`src/rtl/alu_pkg.sv`:
```
// Shared definitions for the ALU datapath and its serial command front end.
package alu_pkg;

  localparam int OPSIZE_DEF = 6;

  localparam int SEL_A_HI = 5;
  localparam int SEL_A_LO = 4;
  localparam int SEL_B_HI = 3;
  localparam int SEL_B_LO = 2;
  localparam int OP_HI    = 1;
  localparam int OP_LO    = 0;

  typedef enum logic [4:0] {
    ST_IDLE   = 5'b00001,
    ST_START  = 5'b00010,
    ST_DATA   = 5'b00100,
    ST_PARITY = 5'b01000,
    ST_STOP   = 5'b10000
  } rx_state_t;

endpackage

```
`src/rtl/cmd_rx_sync2.sv`:
```
// Two-flop synchroniser; reset value is chosen so reset release looks like the idle level.
module sync2 #(
  parameter logic RESET_VAL = 1'b1
) (
  input  logic clk,
  input  logic rst_n,
  input  logic d,
  output logic q
);

  logic meta;

  always_ff @(posedge clk or negedge rst_n) begin
    if (!rst_n) begin
      meta <= RESET_VAL;
      q    <= RESET_VAL;
    end else begin
      meta <= d;
      q    <= meta;
    end
  end

endmodule

```
`src/rtl/cmd_rx.sv`:
```
// Serial command receiver: deserialises start/data/parity/stop frames and holds the
// last correctly framed command word with its parity-mismatch flag.
module cmd_rx
  import alu_pkg::*;
#(
  parameter int OPSIZE       = OPSIZE_DEF,
  parameter int CLKS_PER_BIT = 4,
  parameter int PARITY_ODD   = 0
) (
  input  logic              clk,
  input  logic              rst_n,
  input  logic              ser_in,
  output logic [OPSIZE-1:0] cmd_out,
  output logic              p_error,
  output logic              cmd_valid,
  output logic              frame_error
);

  localparam int CW = $clog2(CLKS_PER_BIT);
  localparam int IW = $clog2(OPSIZE + 1);
  localparam logic [CW-1:0] LAST_TICK = CW'(CLKS_PER_BIT - 1);
  localparam logic [CW-1:0] HALF_TICK = CW'(CLKS_PER_BIT / 2 - 1);
  localparam logic [IW-1:0] LAST_BIT  = IW'(OPSIZE - 1);
  localparam logic          ODD       = (PARITY_ODD != 0);

  rx_state_t         state, next_state;
  logic              rx_s, rx_prev, fall;
  logic [CW-1:0]     bit_cnt;
  logic [IW-1:0]     bit_idx;
  logic [OPSIZE-1:0] shift;
  logic              mismatch;
  logic              tick, cnt_clr, shift_en, par_en, load_good, load_bad;

  sync2 #(.RESET_VAL(1'b1)) u_sync (
    .clk   (clk),
    .rst_n (rst_n),
    .d     (ser_in),
    .q     (rx_s)
  );

  // Edge detector flop also resets high so reset release never fakes a start edge.
  always_ff @(posedge clk or negedge rst_n) begin
    if (!rst_n) rx_prev <= 1'b1;
    else        rx_prev <= rx_s;
  end

  assign fall = rx_prev & ~rx_s;
  assign tick = (state == ST_START) ? (bit_cnt == HALF_TICK) : (bit_cnt == LAST_TICK);

  always_ff @(posedge clk or negedge rst_n) begin
    if (!rst_n) state <= ST_IDLE;
    else        state <= next_state;
  end

  always_comb begin
    next_state = state;
    unique case (state)
      ST_IDLE:   if (fall) next_state = ST_START;
      ST_START:  if (tick) next_state = rx_s ? ST_IDLE : ST_DATA;
      ST_DATA:   if (tick && bit_idx == LAST_BIT) next_state = ST_PARITY;
      ST_PARITY: if (tick) next_state = ST_STOP;
      ST_STOP:   if (tick) next_state = ST_IDLE;
      default:   next_state = ST_IDLE;
    endcase
  end

  always_comb begin
    cnt_clr   = (state == ST_IDLE) || tick;
    shift_en  = (state == ST_DATA) && tick;
    par_en    = (state == ST_PARITY) && tick;
    load_good = (state == ST_STOP) && tick && rx_s;
    load_bad  = (state == ST_STOP) && tick && !rx_s;
  end

  always_ff @(posedge clk or negedge rst_n) begin
    if (!rst_n) begin
      bit_cnt <= '0;
      bit_idx <= '0;
    end else begin
      bit_cnt <= cnt_clr ? '0 : bit_cnt + 1'b1;
      if (state == ST_IDLE) bit_idx <= '0;
      else if (shift_en)    bit_idx <= bit_idx + 1'b1;
    end
  end

  // Bits arrive LSB first, so shifting in from the top leaves bit 0 at the bottom.
  always_ff @(posedge clk or negedge rst_n) begin
    if (!rst_n) begin
      shift    <= '0;
      mismatch <= 1'b0;
    end else begin
      if (shift_en) shift    <= {rx_s, shift[OPSIZE-1:1]};
      if (par_en)   mismatch <= (^shift) ^ rx_s ^ ODD;
    end
  end

  always_ff @(posedge clk or negedge rst_n) begin
    if (!rst_n) begin
      cmd_out     <= '0;
      p_error     <= 1'b0;
      cmd_valid   <= 1'b0;
      frame_error <= 1'b0;
    end else begin
      cmd_valid   <= load_good;
      frame_error <= load_bad;
      if (load_good) begin
        cmd_out <= shift;
        p_error <= mismatch;
      end
    end
  end

endmodule

```
`config.mk`:
```
export PLATFORM = sky130hd
export DESIGN_NAME = cmd_rx
export DESIGN_NICKNAME = d
export VERILOG_FILES = /design/src/rtl/alu_pkg.sv /design/src/rtl/cmd_rx_sync2.sv /design/src/rtl/cmd_rx.sv
export SDC_FILE = /design/constraint.sdc
export NUM_CORES = 1
export LEC_CHECK = 0
export BUFFER_PORTS_ARGS = -buffer_cell sky130_fd_sc_hd__buf_2
export CORE_MARGIN = 10
export CORE_UTILIZATION = 58
export CTS_BUF_LIST = sky130_fd_sc_hd__clkbuf_2 sky130_fd_sc_hd__clkbuf_4 sky130_fd_sc_hd__clkbuf_8
export CTS_CLUSTER_DIAMETER = 80
export DETAILED_ROUTE_END_ITERATION = 16
export PLACE_DENSITY = 0.84
export SLEW_MARGIN = 15
export SYNTH_ARGS = -nofsm -noshare
export SYNTH_HDL_FRONTEND = slang
export SYNTH_SLANG_ARGS = --single-unit
export TNS_END_PERCENT = 30
```
`constraint.sdc`:
```
create_clock -name clk -period 1.7 [get_ports clk]
set_input_delay 0.17 -clock clk [delete_from_list [all_inputs] [get_ports clk]]
set_output_delay 0.17 -clock clk [all_outputs]
set_load 0.02 [all_outputs]
```
==> results <==
- 0 antenna diodes ended up in the layout.
- The via count of the first global-routing pass is 928.
- The maximum number of pins on one net before global-route repair is 30.
- The max-slew headroom at the worst pin is 58.40%.
- The post-layout total power is 1.889 mW.
- After floorplanning, the core was sized to cover 0.002276 mm^2.
- The transition time at the pin with the least slew margin is 624.0 ps.
- For this design the top-level I/O count stands at 12.
- Global routing finished with a remaining overflow of 0.
- Once detailed placement completed, the half-perimeter wirelength came to 1837 um.
- The sequential area share after synthesis is 51.18%.
- Between clock sinks in the finished design, the worst skew comes to between 10 and 15 ps.
- The combined area of all synthesized cells is between 0.001 and 0.0015 mm^2.
- The number of enable-type register cells in the synthesized netlist is 0.
- The path class of the tightest hold or removal check is reg -> reg.
- After clock tree synthesis, the clock-pin slew on the worst setup and hold paths is 100 ps.
- The post-placement setup slack is ~160 ps.
- After detailed placement, the design holds a cell count of about 150.
- The origin of the critical flop-to-flop path is state[1].
- The endpoint of the worst hold-timing path is u_sync.q.
- The post-route netlist has 35.29% of its cells at a drive strength greater than 1.
- The top achievable clock speed is about 0.64 GHz.
- Of the total power, registers draw 44.2%.
- At the end of routability-driven placement, the weighted congestion stood at roughly 0.8.
- Max-cap violations in this run came to 0.
- Summed over all cells, the static leakage comes to 0.8161 nW.
- The wire length of the first global-routing pass is 4367 um.
- The kind of capture point of the worst setup path is a flip-flop.
- The cell at the root of the clock tree is sky130_fd_sc_hd__clkbuf_4.
- The longest clock path from root to sink contains 2 buffers.
- Clock latency on the worst-skew pair, taken at its later pin, is 340 ps.
- By area the synthesized netlist is led by sky130_fd_sc_hd__dfrtp_1 (44%), sky130_fd_sc_hd__mux2_2 (11%), sky130_fd_sc_hd__dfstp_2 (7.4%), sky130_fd_sc_hd__xnor2_1 (3.1%), sky130_fd_sc_hd__xor2_1 (2.5%).
- In this run the register-to-register setup slack is 140 ps.
- The filler cells instantiated in the layout total 163.
- The number of cells on the worst hold path is 0.
- The count of non-filler cells in the finished layout is between 150 and 200.
- The net count after synthesis is roughly 120.
- The synthesized netlist devotes roughly 8% of its cell area to compound gates.
- Of the total power, the share spent switching nets is 29.96%.
- The Yosys step of the flow raised 0 warnings.
- The final-report hold violation count came to 0.
- The total number of H-tree levels is 2.
- Leaving out fill and tap cells, the most frequent cells in the layout are sky130_fd_sc_hd__dfrtp_1 (25), sky130_fd_sc_hd__mux2_2 (14), sky130_fd_sc_hd__buf_2 (11).
- Before antenna repair, the detailed router went through 4 iterations.
- The multiplexer share of the synthesized area is 11.74%.
- Clock tree synthesis inserted a total of 5 buffers.
- Across every metal layer, demand over resource in global routing totals 11.03%.
- The final setup violation count is 0.
- The floorplan die area is about 0.0048 mm^2.
- The number of setup buffers added after CTS is 0.
- The die is 69.61 um tall.
- Data on the critical path is required at its endpoint by 1920 ps.
- The worst endpoint data arrival time is 1780 ps.
- For this configuration, the core starts out at a cell density of between 60% and 70%.
- After Yosys synthesis, XOR and XNOR cells account for 5.521% of the synthesized area.
- The count of input and output buffers is 11.
- The most common cell after layout, fill and taps aside is sky130_fd_sc_hd__dfrtp_1.
- Averaged over all synthesized cells, the footprint is 12.31 um^2.
- For this run, asynchronously set or reset flops after synthesis account for 100.0%.
- The endpoint identified for the worst register-to-register timing path is cmd_out[5].
- The startpoint of the most critical hold path is u_sync.meta.
- Counting every instance in the synthesized netlist gives 116.
- Of the total power, combinational logic draws 24.0%.
- The overall via count from detail_route is 957.
- Row generation in the floorplan step produced 17 rows.
- After Yosys synthesis, full adders, half adders and majority gates account for 1.753% of the synthesized area.
- The final worst slack is between 100 and 150 ps.
- In this run the power density over the cells is 1165 mW/mm^2.
- The biggest area consumer among synthesized cells is sky130_fd_sc_hd__dfrtp_1.
- The post-synthesis sequential element count is 29.
- In this run the remaining antenna-violating nets after routing total 0.
- The number of max-slew violations in the final report was 0.
- Of the available clock period, the critical path in the final layout requires 92.03%.
- The worst setup path is launched from a flip-flop.
- Summed over all layers, the routed wires come to 2582 um.
- The number of remaining DRC errors is 0.
- Measured in cells, the most critical reg-to-reg path has a length of 3.
- Cell internal power was estimated by the tool at around 1.3 mW.
- From synthesis to final layout, the design area changed by 13.58%.
- The power spent charging and discharging nets is around 0.57 mW.
- In the final layout, the multi-input gates occupy 646.9 um^2.
- The chip width is slightly below 70 um.
- The net count reported at finish is 140.
- The critical path is of the reg -> reg type.
- The detailed router finished its first iteration with about 120 violations.
- Of the total synthesized cell area, the portion taken by AND, OR, NAND and NOR gates is 18.14%.
- The final core utilization is 71.25%.
- Gates resized during post-CTS repair numbered 0.
- TritonCTS built the clock tree.
- The number of antenna violations at the first check in global routing is 0.
- The time the final worst path needs with I/O delays and setup is 1564 ps.
- For this design, the sink count on the clock tree is 29.
- The via count normalized by instance count is 5.835.
- The worst supply voltage drop on vdd is 0.9360 mV.
- The dominant combinational cell family by area after synthesis is simple AND/OR/NAND/NOR gates.
- Setup repair after global routing left no endpoint under its margin.
- The most instantiated flip-flop cell in the synthesis netlist is sky130_fd_sc_hd__dfrtp_1.
- In this run, the clock network consumes 31.8% of the power.
- The netlist uses 39 different library cells.
- The combined flip-flop and latch cell area is 730.7 um^2.
- Along the worst path, the maximum fanout reaches 10.
- The fraction of synthesized cell area taken by the top area cell type is a little over two fifths.
- Adding up every negative setup slack in the final design gives 0 ps.
- The average detailed-routed wire length per instance is 15.74 um.
- The run finished with clean final reports.
[synth_stat cells (2+ instances only)]
cell type	number
sky130_fd_sc_hd__nand2_1	2
sky130_fd_sc_hd__nor2_1	6
sky130_fd_sc_hd__buf_6	2
sky130_fd_sc_hd__inv_1	2
sky130_fd_sc_hd__o21ai_0	4
sky130_fd_sc_hd__a21oi_1	3
sky130_fd_sc_hd__xor2_1	4
sky130_fd_sc_hd__buf_2	2
sky130_fd_sc_hd__xnor2_1	5
sky130_fd_sc_hd__a22oi_1	2
sky130_fd_sc_hd__nand4b_1	2
sky130_fd_sc_hd__nor3_1	3
sky130_fd_sc_hd__dfrtp_1	25
sky130_fd_sc_hd__nand3b_1	3
sky130_fd_sc_hd__clkbuf_2	2
sky130_fd_sc_hd__nor2b_1	2
sky130_fd_sc_hd__nand2b_1	4
sky130_fd_sc_hd__nand3_1	5
sky130_fd_sc_hd__dfstp_2	4
sky130_fd_sc_hd__mux2_2	14
sky130_fd_sc_hd__ha_1	2
[what timing repair did]
item / CTS / global route
hold buffers: 2 / 0
hold endpoints to repair: 26 / 0
setup endpoints to repair: 0 / 0
[flip-flops by register name (all words and copies together) (netlist names)]
register	cells
rx_prev	1
p_error	1
u_sync.q	1
cmd_out	6
u_sync.meta	1
frame_error	1
bit_cnt	2
state	5
shift	6
mismatch	1
cmd_valid	1
bit_idx	3
[worst max-delay path: stages (launching register included)]
cell and delay, ps:
sky130_fd_sc_hd__dfrtp_1 480, sky130_fd_sc_hd__and4bb_4 440, sky130_fd_sc_hd__nand4_4 200, sky130_fd_sc_hd__mux2_2 330
[routing by layer]
layer	routed length [um]	share of wire, %	GRT usage [%]
met2	1209	47	16.43
met5	0	0	0
met1	1179	46	13.23
met3	142	5.5	3.994
met4	51	2.0	6.522
[worst max-delay path by stage]
| stage | startpoint | end | depth (start not counted) |
|---|---|---|---|
| after detailed placement | state[1] | cmd_out[0] | 3 |
| after global routing | state[1] | cmd_out[5] | 3 |
| after CTS | state[1] | cmd_out[5] | 3 |
| final | state[1] | cmd_out[5] | 3 |
| after floorplan | state[1] | cmd_out[0] | 4 |
| after global placement | state[1] | cmd_out[5] | 3 |
[power groups by stage]
| stage | Combinational (mW) | Sequential, mW | Clock [mW] |
|---|---|---|---|
| after floorplan | 0.342 | 0.811 | 0 |
| after global placement | 0.433 | 0.837 | 0 |
| after detailed placement | 0.443 | 0.846 | 0 |
| after CTS | 0.451 | 0.832 | 0.610 |
| after global routing | 0.504 | 0.842 | 0.649 |
| final | 0.453 | 0.834 | 0.602 |
[stage by stage]
stage               hold WS [ps]  area, um^2
finish                     361.1        1622
global route               364.0        1622
CTS                        361.3        1622
detailed placement         219.1        1513
global placement           209.4        1513
floorplan                 -125.6        1428
[final cells by class]
type | count | share of cell area, %
Inverter | 2 | 0.4630
Clock inverter | 2 | 2.315
Multi-Input combinational cell | 79 | 39.89
Clock buffer | 6 | 3.164
Sequential cell | 29 | 45.06
Timing Repair Buffer | 18 | 6.944
Tap cell | 28 | 2.160
[cells by family after synthesis]
family | count (synthesis)
AND/OR/NAND/NOR | 36
AO/OA/AOI/OAI | 17
multiplexers | 15
XOR/XNOR | 9
adder cells (fa/ha/maj) | 2
flip-flops | 29
buffers and inverters | 8
(Power assumes the default switching activity.)
